**config.mk**
```make
export PLATFORM = sky130hd
export DESIGN_NAME = div_wb_buffer
export DESIGN_NICKNAME = d
export VERILOG_FILES = /design/src/rtl/div_wb_buffer.sv
export SDC_FILE = /design/constraint.sdc
export NUM_CORES = 1
export LEC_CHECK = 0
export ABC_AREA = 1
export BUFFER_PORTS_ARGS = -buffer_cell sky130_fd_sc_hd__buf_2
export CORE_MARGIN = 2
export CORE_UTILIZATION = 49
export DETAILED_ROUTE_END_ITERATION = 10
export GPL_TIMING_DRIVEN = 0
export PLACE_DENSITY = 0.76
export SYNTH_ARGS = -nofsm -noshare
export SYNTH_HDL_FRONTEND = slang
export SYNTH_SLANG_ARGS = --single-unit
export TNS_END_PERCENT = 30
```
**constraint.sdc**
```tcl
create_clock -name clk -period 3.2 [get_ports clk]
set_input_delay 0.16 -clock clk [delete_from_list [all_inputs] [get_ports clk]]
set_output_delay 0.16 -clock clk [all_outputs]
set_load 0.01 [all_outputs]
```
**src/rtl/div_wb_buffer.sv**
```systemverilog
// Divider writeback buffer: tracks the single in-flight divide tag and queues finished results for writeback.
// Optional DIV_WB_BYPASS_EN macro forwards a finishing result straight to wb_* when the queue is empty.
module div_wb_buffer #(
   parameter int DEPTH = 4,
   parameter int TAG_W = 5
) (
   input  logic                       clk,
   input  logic                       rst,
   input  logic                       issue_en,
   input  logic [TAG_W-1:0]           issue_rd,
   input  logic                       fu_finish,
   input  logic [31:0]                fu_res,
   output logic                       div_busy,
   output logic                       wb_valid,
   output logic [31:0]                wb_data,
   output logic [TAG_W-1:0]           wb_rd,
   input  logic                       wb_ready,
   output logic [$clog2(DEPTH):0]     count,
   output logic                       err
);

   localparam int PW = $clog2(DEPTH);
   localparam int CW = PW + 1;
   localparam int EW = TAG_W + 32;

   typedef enum logic {IDLE = 1'b0, WAIT = 1'b1} pend_state_t;

   pend_state_t        state_r;
   logic [TAG_W-1:0]   pend_rd_r;
   logic [EW-1:0]      mem_r [DEPTH];
   logic [PW-1:0]      wr_ptr_r;
   logic [PW-1:0]      rd_ptr_r;
   logic [CW-1:0]      count_r;
   logic               err_r;

   logic               pend_v_s;
   logic               full_s;
   logic               head_v_s;
   logic               accept_s;
   logic               finish_ok_s;
   logic               push_s;
   logic               pop_s;
   logic               viol_s;
   logic               byp_s;

   assign pend_v_s    = (state_r == WAIT);
   assign full_s      = (count_r == CW'(DEPTH));
   assign head_v_s    = (count_r != {CW{1'b0}});
   assign div_busy    = pend_v_s | full_s;
   assign accept_s    = issue_en & ~div_busy;
   assign finish_ok_s = fu_finish & pend_v_s;
   assign pop_s       = head_v_s & wb_ready;
   assign viol_s      = (fu_finish & ~pend_v_s) | (issue_en & div_busy);
   assign count       = count_r;
   assign err         = err_r;

`ifdef DIV_WB_BYPASS_EN
   assign byp_s  = finish_ok_s & ~head_v_s;
   // A bypassed result consumed by writeback this cycle never enters the queue.
   assign push_s = finish_ok_s & ~(byp_s & wb_ready);
`else
   assign byp_s  = 1'b0;
   assign push_s = finish_ok_s;
`endif

   // Pending-tag tracker: at most one divide is in flight at a time.
   always_ff @(posedge clk) begin
      if (rst) begin
         state_r   <= IDLE;
         pend_rd_r <= {TAG_W{1'b0}};
      end else begin
         case (state_r)
            IDLE: begin
               if (accept_s) begin
                  state_r   <= WAIT;
                  pend_rd_r <= issue_rd;
               end
            end
            WAIT: begin
               if (fu_finish) begin
                  state_r <= IDLE;
               end
            end
            default: state_r <= IDLE;
         endcase
      end
   end

   // Result storage; contents need no reset because count gates visibility.
   always_ff @(posedge clk) begin
      if (push_s) begin
         mem_r[wr_ptr_r] <= {pend_rd_r, fu_res};
      end
   end

   // Queue pointers and occupancy; pointers wrap naturally since DEPTH is a power of two.
   always_ff @(posedge clk) begin
      if (rst) begin
         wr_ptr_r <= {PW{1'b0}};
         rd_ptr_r <= {PW{1'b0}};
         count_r  <= {CW{1'b0}};
      end else begin
         if (push_s) begin
            wr_ptr_r <= wr_ptr_r + PW'(1);
         end
         if (pop_s) begin
            rd_ptr_r <= rd_ptr_r + PW'(1);
         end
         case ({push_s, pop_s})
            2'b10:   count_r <= count_r + CW'(1);
            2'b01:   count_r <= count_r - CW'(1);
            default: count_r <= count_r;
         endcase
      end
   end

   // Sticky protocol-violation flag.
   always_ff @(posedge clk) begin
      if (rst) begin
         err_r <= 1'b0;
      end else if (viol_s) begin
         err_r <= 1'b1;
      end
   end

   // Writeback presentation: head entry, or the finishing result when bypassing.
   always_comb begin
      wb_valid = 1'b0;
      wb_data  = 32'h0000_0000;
      wb_rd    = {TAG_W{1'b0}};
      if (byp_s) begin
         wb_valid = 1'b1;
         wb_data  = fu_res;
         wb_rd    = pend_rd_r;
      end else if (head_v_s) begin
         wb_valid = 1'b1;
         wb_data  = mem_r[rd_ptr_r][31:0];
         wb_rd    = mem_r[rd_ptr_r][EW-1:32];
      end else begin
         wb_valid = 1'b0;
      end
   end

endmodule

```
==> impl_metrics.yaml, run 1 <==
run_status:
  status: "complete, no violations"
floorplan:
  die-area_um2: 14250
  die_h_um: 119.4
  pin_count: 85
  core-area_um2: 13140
  fp-row-count: 42
  fp.dieW_um: 119.4
  start_util: 0.4965
worst_setup_path:
  end_kind: "primary output"
  arrival_ps: 1990
  startpoint_type: "flip-flop"
  crit_type: "reg2out"
  cp.required_ps: 3040
  crit_fanout: 10
route:
  vias_per_cell: 5.179
  wl_per_cell_um: 16.83
  vias: 4563
  antenna_left: 0
  drt_iter0_drc: 486
  routed_wl_um: 14830
  dr.pass1.iters: 5
  drc: 0
timing:
  fin_crit_ps: 2147
  setup_violations: 0
  post-route-period-util: 0.6711
  max_freq_mhz: 465.7
  skew_ps: 5.609
  setup_ws_ps: 1053
  slew_headroom: 0.5271
  rsz0062_at_grt: "no"
  maxSlewViolCount: 0
  tightest_slew_ps: 707.7
  hold_viol_final: 0
logic_synthesis:
  syn_nets: 600
  ys_seq_area_frac: 0.7305
  ys_ff_latch: 164
  synthesis.area_um2: 6523
  synthCells: 552
  ys_warn_count: 0
  ys_types: 21
  avgSynthCellArea_um2: 11.82
run:
  cap_viol_max_count: 0
power_and_ir_drop:
  pwr-share-clk: 0.322
  combPwrFrac: 0.278
  p_sw_mw: 1.927
  p_int_mw: 4.223
  p_leak_nw: 3.137
  power_density_nw_per_um2: 750.8
  vdd_ir_drop_max_v: 0.0005153
  seq_power_share: 0.400
  p_total_mw: 6.150
  netSwitchingFraction: 0.3133
place:
  place_ws_ps: 1320
  place_area_um2: 7288
  portBuffers: 84
  hpwl_um: 9052
  place_congestion: 0.7674
  dp_cells: 816
global_route:
  grt_pass1_wl_um: 23330
  gr-total-overflow: 0
  grt_usage: 0.2175
  grt_start_max_net_pins: 23
  antenna_found_initial: 0
  grt_pass1_vias: 4637
clock_tree:
  cts_max_level: 4
  cts_inserted_buffers: 17
  clockBufferDepth: 2
  clkSlewWorstSetupHoldPaths_ps: 60
  cts_tree: "built"
  cts.sink_count: 164
  clk_latency_ps: 420
  postCtsSetupBuffers: 0
  clock-root-buffer: "clkbuf_16"
cells_and_area:
  layout.nets: 740
  design_area_um2: 8192
  drive_gt1_frac: 0.2014
  final_util: 0.6235
  antenna_cells: 0
  final_cell_mix: "159 x nor2_1, 148 x edfxtp_1, 92 x buf_2, 45 x a21oi_1, 41 x o21ai_1"
  fill_cells: 1021
  fin_cells: 881
  areaGrowthSynthToFinish_pct: 25.59
  final_common_cell: "nor2_1"
min_path:
  min_path_type: "in2reg"
Yosys cell counts:
cell type / count / area [um2]
a21oi_1: 45 / 225.2
buf_1: 2 / 7.510
buf_2: 8 / 40.04
buf_4: 2 / 15.01
buf_6: 6 / 67.56
clkbuf_1: 5 / 18.77
clkbuf_2: 4 / 20.02
clkinv_1: 1 / 3.750
dfxtp_1: 16 / 320.3
edfxtp_1: 148 / 4444
fa_1: 1 / 20.02
ha_1: 5 / 62.56
inv_1: 31 / 116.4
inv_2: 3 / 11.26
nand2_1: 24 / 90.09
nand3_1: 3 / 15.01
nand4_1: 5 / 31.28
nor2_1: 163 / 611.8
o21ai_0: 38 / 190.2
o21ai_1: 41 / 205.2
or2_2: 1 / 6.260
critical path: stages (launching register included):
cell and delay, ps:
dfxtp_1 330, inv_2 60, buf_4 170, clkbuf_1 430, o21ai_0 190, a21oi_1 220, buf_2 170
power by group through the flow:
stage | Clock [mW] | Sequential (mW) | Combinational (mW)
after CTS | 2.01 | 2.46 | 1.73
after detailed placement | 0 | 2.51 | 1.68
after global placement | 0 | 2.50 | 1.63
final | 1.98 | 2.46 | 1.71
after global routing | 2.10 | 2.47 | 1.89
after floorplan | 0 | 2.50 | 1.00
worst paths after layout:
path | startpoint | to | slack [ps] | cells past startpoint
worst max-delay path | flip-flop | wb_data[14] | 1050 | 6
worst min-delay path | fu_finish | pend_v_s$_SDFF_PP0_ | 40 | 3
worst max register to register | count[1]$_SDFFE_PP0P_ | count[2]$_SDFFE_PP0P_ | 1320 | 13
worst min register to register | pend_rd_r[1]$_SDFFE_PP0P_ | mem_r[0][33]$_DFFE_PP_ | 510 | 0
metrics by stage:
stage,hold WS (ps),TNS (ps)
finish,37.40,0
global route,42.95,0
CTS,16.13,0
detailed placement,378.9,0
floorplan,229.1,0
global placement,370.5,-79380
layout make-up:
type / count / area (um2) / share of cell area
flip-flops and latches: 164 / 4765 / 0.5816
multi-input cells: 326 / 1488 / 0.1816
repair buffers: 121 / 845.8 / 0.1033
clock buffers: 19 / 432.9 / 0.05285
well taps: 176 / 220.2 / 0.02688
plain buffers: 27 / 168.9 / 0.02062
clock inverters: 13 / 140.1 / 0.01711
inverters: 35 / 131.4 / 0.01604
timing repair:
item / 4_1_cts / 5_1_grt
resized for setup: 0 / 0
hold endpoints to repair: 132 / 0
hold buffers: 33 / 0
logic make-up after synthesis:
group | after synthesis | share of synthesized area
DFF | 164 | 0.7305
AOI/OAI and AO/OA | 124 | 0.09515
and+or+nand+nor | 196 | 0.1157
buffers and inverters | 62 | 0.04604
adders and majority gates | 6 | 0.01266
registers in the layout, summed over array words and instances (netlist names), named ones only:
signal / cells
mem_r: 148
pend_rd_r: 5
count: 3
rd_ptr_r: 2
wr_ptr_r: 2
err: 1
pend_v_s: 1
layer usage:
metal / GRT usage / share of wire / up-vias
met1: 0.2787 / 0.42 / 2223
li1: - / - / 2187
met4: 0.05515 / 0.0088 / 0
met3: 0.06226 / 0.059 / 13
met2: 0.3671 / 0.51 / 140
met5: 0 / 0 / -
(Power assumes the default switching activity.)
==> run 2: changes to the inputs <==
==> constraint.sdc (replaced) <==
create_clock -name clk -period 2.15 [get_ports clk]
set_input_delay 0.1075 -clock clk [delete_from_list [all_inputs] [get_ports clk]]
set_output_delay 0.1075 -clock clk [all_outputs]
set_load 0.01 [all_outputs]
==> impl_metrics.yaml, run 2 (synthesized netlist as in run 1, its figures left out) <==
run_status:
  status: "complete, no violations"
floorplan:
  die_h_um: 119.4
  fp-row-count: 42
  start_util: 0.4965
  fp.dieW_um: 119.4
  core-area_um2: 13140
  die-area_um2: 14250
  pin_count: 85
place:
  place_congestion: 0.7443
  portBuffers: 84
  hpwl_um: 8787
  place_area_um2: 7281
clock_tree:
  postCtsSetupBuffers: 0
  clkSlewWorstSetupHoldPaths_ps: 60
  clk_latency_ps: 430
  cts.sink_count: 164
  cts_max_level: 4
  clock-root-buffer: "clkbuf_16"
  clockBufferDepth: 2
  cts_inserted_buffers: 17
  cts_tree: "built"
timing:
  rsz0062_at_grt: "no"
  maxSlewViolCount: 0
  fin_crit_ps: 2019
  hold_viol_final: 0
  setup_violations: 0
  max_freq_mhz: 495.4
  skew_ps: 5.367
  tightest_slew_ps: 721.7
  slew_headroom: 0.5177
  post-route-period-util: 0.9389
route:
  routed_wl_um: 14760
  antenna_left: 0
  dr.pass1.iters: 7
  wl_per_cell_um: 16.72
  drt_iter0_drc: 454
  vias_per_cell: 5.231
  vias: 4619
  drc: 0
cells_and_area:
  fill_cells: 1020
  seq_area_um2: 4765
  multiInputGateArea_um2: 1488
  largest_reg_flops: 148
  max_flop_register: "mem_r"
  final_common_cell: "nor2_1"
  areaGrowthSynthToFinish_pct: 27.99
  final_util: 0.6354
  design_area_um2: 8348
  layout.nets: 742
  antenna_cells: 0
  final_cell_mix: "159 x nor2_1, 148 x edfxtp_1, 92 x buf_2, 45 x a21oi_1, 41 x o21ai_1"
  drive_gt1_frac: 0.2065
run:
  cap_viol_max_count: 0
global_route:
  grt_start_max_net_pins: 25
  grt_pass1_wl_um: 22820
  gr-total-overflow: 0
  grt_pass1_vias: 4665
  grt_usage: 0.2146
  antenna_found_initial: 0
worst_setup_path:
  crit-reg2reg-launch: "pend_v_s$_SDFF_PP0_"
  rrSetupSlack_ps: 250
  crit_type: "reg2out"
  arrival_ps: 1910
  cp.required_ps: 2040
  slowest_delay_ps: 330
  path_cells: "inv_2 -> buf_4 -> clkbuf_2 -> o21ai_1 -> a21oi_1 -> buf_2"
  crit_slowest_cell: "dfxtp_1"
  end_kind: "primary output"
  startpoint_type: "flip-flop"
  crit_fanout: 19
power_and_ir_drop:
  p_leak_nw: 3.209
  p_total_mw: 9.819
  power_density_nw_per_um2: 1176
  vdd_ir_drop_max_v: 0.0007546
min_path:
  hp-start: "issue_rd[1]"
  min_path_type: "in2reg"
[run 2: final timing paths]
check	endpoint	cells after the start
max	wb_data[22]	6
min	pend_rd_r[1]$_SDFFE_PP0P_	5
max reg2reg	mem_r[1][21]$_DFFE_PP_	3
min reg2reg	mem_r[0][34]$_DFFE_PP_	0
[run 2: layout make-up]
class / count / area share
well taps: 176 / 0.02638
clock inverters: 14 / 0.03357
inverters: 35 / 0.01574
multi-input cells: 326 / 0.1782
repair buffers: 124 / 0.1040
clock buffers: 18 / 0.05141
flip-flops and latches: 164 / 0.5707
plain buffers: 26 / 0.01993
[run 2: per-stage QoR]
stage                     instances  setup slack, ps  TNS (ps)  hold WS (ps)
final                           883            131.5         0         7.731
after global placement          812            -1654   -160190         318.5
after detailed placement        816            228.3         0         322.3
after global routing            883            15.07         0         31.43
after CTS                       884            100.1         0         5.432
after floorplan                 552           -402.9    -28660         176.6
[run 2: worst max-delay path: cells and delay by family, from the launching register on]
family / cells / cell delay [ps]
buffers and inverters: 4 / 780
DFF: 1 / 330
AOI/OAI and AO/OA: 2 / 360
[run 2: routing by layer]
layer / GRT usage / share of wire
met1: 0.2508 / 0.39
met2: 0.3754 / 0.52
met3: 0.06226 / 0.074
met4: 0.08088 / 0.016
met5: 0 / 0
[run 2: what timing repair did]
action,CTS,global route
endpoints found under the setup margin,1,1
hold buffers,36,0
gates resized for setup,1,0
endpoints found under the hold margin,132,0
[run 2: report_power, final]
group          switching, mW  leakage [nW]  internal, mW
logic                   1.69          1.40         0.893
registers             0.0631          1.47          3.60
clock network           1.17         0.336          2.41
